File: config.mk
export PLATFORM = sky130hd
export DESIGN_NAME = serial_frame_rx_flat
export DESIGN_NICKNAME = d
export VERILOG_FILES = /design/src/rtl/serial_frame_rx_if.sv /design/src/rtl/serial_frame_rx.sv /design/src/flat_wrapper.sv
export SDC_FILE = /design/constraint.sdc
export NUM_CORES = 1
export LEC_CHECK = 0
export CAP_MARGIN = 20
export CORE_UTILIZATION = 45
export CTS_CLUSTER_DIAMETER = 50
export CTS_CLUSTER_SIZE = 10
export DETAILED_ROUTE_END_ITERATION = 16
export PLACE_DENSITY_LB_ADDON = 0.3
export SLEW_MARGIN = 15
export SYNTH_ARGS = -nofsm -noshare
export SYNTH_HDL_FRONTEND = slang
export SYNTH_SLANG_ARGS = --single-unit
export TNS_END_PERCENT = 50
File: constraint.sdc
create_clock -name clk -period 3.2 [get_ports clk]
set_input_delay 0.64 -clock clk [delete_from_list [all_inputs] [get_ports clk]]
set_output_delay 0.64 -clock clk [all_outputs]
set_load 0.01 [all_outputs]
File: src/rtl/serial_frame_rx_if.sv
// rtl/serial_frame_rx_if.sv - received-word handshake bundle between serial_frame_rx and its consumer
interface serial_frame_rx_if #(
   parameter int DATA_W = 8
);
   logic [DATA_W-1:0] data;
   logic              valid;
   logic              ready;
   logic              frame_err;
   logic              overrun;

   modport master (output data, output valid, output frame_err, output overrun, input ready);
   modport slave  (input data, input valid, input frame_err, input overrun, output ready);
endinterface

File: src/rtl/serial_frame_rx.sv
// rtl/serial_frame_rx.sv - serial frame receiver (start, DATA_W bits LSB first, stop) with valid/ready output
// Optional even-parity bit before stop when PARITY_CHECK_EN is defined.
module serial_frame_rx #(
   parameter int DATA_W = 8
) (
   input  logic                clk,
   input  logic                clr_n,
   input  logic                serial_in_i,
   input  logic                bit_en_i,
   serial_frame_rx_if.master   out_if
);
   localparam int CW = $clog2(DATA_W);

   typedef enum logic [1:0] {
      S_IDLE   = 2'd0,
      S_DATA   = 2'd1,
`ifdef PARITY_CHECK_EN
      S_PARITY = 2'd3,
`endif
      S_STOP   = 2'd2
   } state_t;

   state_t            state_q, state_d;
   logic [CW-1:0]     cnt_q, cnt_d;
   logic [DATA_W-1:0] shift_q, shift_d;
   logic [DATA_W-1:0] data_q, data_d;
   logic              valid_q, valid_d;
   logic              ferr_q, ferr_d;
   logic              ovr_q, ovr_d;
`ifdef PARITY_CHECK_EN
   logic              par_bad_q, par_bad_d;
`endif

   always_ff @(posedge clk or negedge clr_n) begin
      if (!clr_n) begin
         state_q   <= S_IDLE;
         cnt_q     <= '0;
         shift_q   <= '0;
         data_q    <= '0;
         valid_q   <= 1'b0;
         ferr_q    <= 1'b0;
         ovr_q     <= 1'b0;
`ifdef PARITY_CHECK_EN
         par_bad_q <= 1'b0;
`endif
      end else begin
         state_q   <= state_d;
         cnt_q     <= cnt_d;
         shift_q   <= shift_d;
         data_q    <= data_d;
         valid_q   <= valid_d;
         ferr_q    <= ferr_d;
         ovr_q     <= ovr_d;
`ifdef PARITY_CHECK_EN
         par_bad_q <= par_bad_d;
`endif
      end
   end

   always_comb begin
      state_d   = state_q;
      cnt_d     = cnt_q;
      shift_d   = shift_q;
`ifdef PARITY_CHECK_EN
      par_bad_d = par_bad_q;
`endif
      if (bit_en_i) begin
         case (state_q)
            S_IDLE: begin
               if (!serial_in_i) begin
                  state_d   = S_DATA;
                  cnt_d     = '0;
`ifdef PARITY_CHECK_EN
                  par_bad_d = 1'b0;
`endif
               end
            end
            S_DATA: begin
               shift_d[cnt_q] = serial_in_i;
               cnt_d          = cnt_q + CW'(1);
               if (cnt_q == CW'(DATA_W - 1)) begin
`ifdef PARITY_CHECK_EN
                  state_d = S_PARITY;
`else
                  state_d = S_STOP;
`endif
               end
            end
`ifdef PARITY_CHECK_EN
            S_PARITY: begin
               par_bad_d = serial_in_i ^ (^shift_q);
               state_d   = S_STOP;
            end
`endif
            S_STOP:  state_d = S_IDLE;
            default: state_d = S_IDLE;
         endcase
      end
   end

   logic stop_sample, good_frame, xfer;

   // The stop edge both classifies the frame and arbitrates it against the pending word.
   always_comb begin
      stop_sample = bit_en_i && (state_q == S_STOP);
`ifdef PARITY_CHECK_EN
      good_frame  = stop_sample && serial_in_i && !par_bad_q;
`else
      good_frame  = stop_sample && serial_in_i;
`endif
      xfer        = valid_q && out_if.ready;
      data_d      = data_q;
      valid_d     = valid_q;
      ferr_d      = stop_sample && !good_frame;
      ovr_d       = 1'b0;
      if (good_frame) begin
         if (!valid_q || out_if.ready) begin
            data_d  = shift_q;
            valid_d = 1'b1;
         end else begin
            ovr_d   = 1'b1;
         end
      end else if (xfer) begin
         valid_d = 1'b0;
      end
   end

   assign out_if.data      = data_q;
   assign out_if.valid     = valid_q;
   assign out_if.frame_err = ferr_q;
   assign out_if.overrun   = ovr_q;
endmodule

File: src/flat_wrapper.sv
// flat-port wrapper written by rule: the top's interface ports become plain ports
module serial_frame_rx_flat 
#(
   parameter int DATA_W = 8
)
  (clk, clr_n, serial_in_i, bit_en_i, out_if_data, out_if_valid, out_if_frame_err, out_if_overrun, out_if_ready);
  serial_frame_rx_if #(.DATA_W(DATA_W)) out_if_i ();
  input  logic clk;
  input  logic clr_n;
  input  logic serial_in_i;
  input  logic bit_en_i;
  output wire logic [$bits(out_if_i.data)-1:0] out_if_data;
  output wire logic [$bits(out_if_i.valid)-1:0] out_if_valid;
  output wire logic [$bits(out_if_i.frame_err)-1:0] out_if_frame_err;
  output wire logic [$bits(out_if_i.overrun)-1:0] out_if_overrun;
  input wire logic [$bits(out_if_i.ready)-1:0] out_if_ready;
  assign out_if_data = out_if_i.data;
  assign out_if_valid = out_if_i.valid;
  assign out_if_frame_err = out_if_i.frame_err;
  assign out_if_overrun = out_if_i.overrun;
  assign out_if_i.ready = out_if_ready;
  serial_frame_rx #(.DATA_W(DATA_W)) u_core (.clk(clk), .clr_n(clr_n), .serial_in_i(serial_in_i), .bit_en_i(bit_en_i), .out_if(out_if_i));
endmodule
==> impl_metrics.py <==
metrics = {
    "sta": {
        "max_slew_margin": 0.618,
        "period_needed_ps": 2130,
        "slew_viol_final": 0,
        "finalHoldViolations": 0,
        "tightest_slew_ps": 570,
        "finalSetupTns_ps": 0,
        "fmax_mhz": 470,
        "rsz0062_at_grt": "false",
        "final.setup_skew_ps": 4.83,
        "finalSetupViolCount": 0,
        "fin_crit_sh": 0.665,
    },
    "synthesis": {
        "synth_top_area_frac": 0.556,
        "synthCells": 79,
        "ys_ff_latch": 24,
        "ys_seq_area_frac": 0.556,
        "ys.flop_type": "dfrtp_1",
        "async_flop_share": 1.00,
        "synth_top_area_cell": "dfrtp_1",
        "ys_top_cells_by_area": "dfrtp_1, mux2_4, mux2_1, mux2_2, ha_1",
        "yosys_warnings": 0,
        "synth_nets": 86,
        "synth_area_um2": 1080,
        "synth-edff-count": 0,
        "avgSynthCellArea_um2": 13.7,
        "yosysMostFrequentCell": "dfrtp_1",
        "yosysUniqueCellTypes": 28,
        "synth_commonest_cells": "dfrtp_1, mux2_4, mux2_1, nand2_1",
    },
    "flow_run": {
        "maxCapViolCount": 0,
    },
    "clock_network": {
        "cts.clk_slew.worst_paths_ps": 120,
        "hold_buffers": 0,
        "root_buffer": "clkbuf_4",
        "cts_buffer_depth": 2,
        "cts_tree": "done",
        "clk_latency_ps": 310,
        "postCtsSetupRepairBufs": 0,
        "cts.sinks": 24,
        "cts_resized": 0,
        "cts-htree-levels": 1,
        "cts_buffers": 3,
    },
    "floorplanning": {
        "fp.dieH_um": 51.0,
        "initial_core_util": 0.484,
        "die-area_um2": 2600,
        "coreArea_um2": 2230,
        "die_w_um": 51.0,
        "rows": 17,
        "num_io_pins": 16,
    },
    "placement": {
        "dp.cells": 118,
        "place_area_um2": 1230,
        "numPortBuffers": 15,
        "globalplace.congestion": 0.732,
        "dp_hpwl_mm": 1.21,
    },
    "detailed_routing": {
        "postRouteWirelength_mm": 1.68,
        "via_per_inst": 5.22,
        "drt_iter0_markers": 13,
        "routedWlPerCell_um": 13.8,
        "post-route-drc-count": 0,
        "drtPass1Iterations": 4,
        "dr_total_vias": 637,
        "ant_nets": 0,
    },
    "min_path": {
        "min_path_type": "flop to flop",
    },
    "finish": {
        "drive_gt1_frac": 0.213,
        "fin_nets": 102,
        "final_area_um2": 1270,
        "area_growth_pct": 17.5,
        "final_cells": 122,
        "diodes": 0,
    },
    "critical_path": {
        "crit_path_start_kind": "input port",
        "critical_path_class": "input port to flop",
        "rrSetupSlack_ps": 1480,
        "critPathMaxFanout": 10,
        "crit_path_end_kind": "flop",
        "critPathRequiredTime_ps": 3410,
        "arrival_ps": 2340,
    },
    "power": {
        "p_per_area_nw_per_um2": 677,
        "leakagePower_nw": 0.570,
        "ir_drop_uv": 452,
    },
    "global_route": {
        "grt_pass1_vias": 645,
        "grt-ovfl-total": 0,
        "grt_max_degree": 25,
        "grt_pass1_wl_mm": 2.93,
        "grtUsageTotal": 0.158,
        "antenna_found_initial": 0,
    },
    "outcome": {
        "status": "finished, final reports clean",
    },
}
[worst max-delay path: stages]
cell and delay (ps):
clkdlybuf4s50_1 630, nand4b_1 210, nor2b_2 510, mux2_4 350
[power breakdown]
part / internal (mW) / switching (mW) / leakage [nW] / total (mW)
Sequential: 0.388 / 0.0868 / 0.311 / 0.474
Clock: 0.0696 / 0.0870 / 0.0210 / 0.157
Combinational: 0.142 / 0.0867 / 0.238 / 0.228
[logic make-up (layout without fill, tap and decap cells)]
kind of cell | Yosys count | count (layout) | synth area share
compound gates | 9 | 9 | 0.0579
fa+ha+maj | 2 | 2 | 0.0231
buf+inv | 8 | 23 | 0.0475
flops | 24 | 24 | 0.556
mux | 15 | 15 | 0.184
simple gates | 21 | 21 | 0.132
[final cells by class]
class | instances | area, um^2
Tap cell | 28 | 35.0
Multi-Input combinational cell | 47 | 429
Sequential cell | 24 | 601
Timing Repair Buffer | 16 | 158
Inverter | 3 | 11.3
Fill cell | 195 | 963
Clock buffer | 4 | 36.3
[per-stage QoR]
stage / setup WS, ps / power (mW) / utilization / hold WS, ps
after floorplan: 1590 / 0.648 / - / 344
after global placement: 782 / 0.695 / 0.552 / 486
after detailed placement: 722 / 0.711 / 0.552 / 489
after CTS: 1080 / 0.870 / 0.569 / 524
after global routing: 957 / 0.916 / 0.569 / 539
final: 1070 / 0.859 / 0.569 / 520
[sequential cells by signal, summed over array words and instances, names as in the netlist]
signal                   cells
u_core.out_if.data           8
u_core.shift_q               8
u_core.state_q               2
u_core.cnt_q                 3
u_core.out_if.overrun        1
u_core.out_if.valid          1
u_core.out_if.frame_err      1
[cell usage in the layout, fill, tap and decap left out, types with 3 or more instances in the layout]
| cell type | instances |
|---|---|
| nand2_1 | 4 |
| mux2_2 | 3 |
| mux2_4 | 8 |
| mux2_1 | 4 |
| inv_1 | 3 |
| clkdlybuf4s50_1 | 15 |
| clkbuf_4 | 3 |
| o21ai_0 | 3 |
| dfrtp_1 | 24 |
[per-layer routing]
metal / share of wire / GRT usage
met2: 0.48 / 0.232
met3: 0.035 / 0.0387
met5: 0 / 0
met1: 0.47 / 0.209
met4: 0.015 / 0.0972
[path summary, 6_finish.rpt]
kind | from | end | cells past startpoint
worst min register to register | u_core.shift_q[3]$_DFFE_PN0P_ | u_core.out_if.data[3]$_DFFE_PN0P_ | 1
worst max-delay path | serial_in_i | u_core.out_if.data[2]$_DFFE_PN0P_ | 4
max in group asynchronous | clr_n | u_core.state_q[0]$_DFFE_PN0P_ | 2
min in group asynchronous | clr_n | u_core.out_if.data[3]$_DFFE_PN0P_ | 2
worst max register to register | u_core.state_q[0]$_DFFE_PN0P_ | u_core.out_if.data[2]$_DFFE_PN0P_ | 3
worst min-delay path | u_core.shift_q[3]$_DFFE_PN0P_ | u_core.out_if.data[3]$_DFFE_PN0P_ | 1
(Power assumes the default switching activity.)
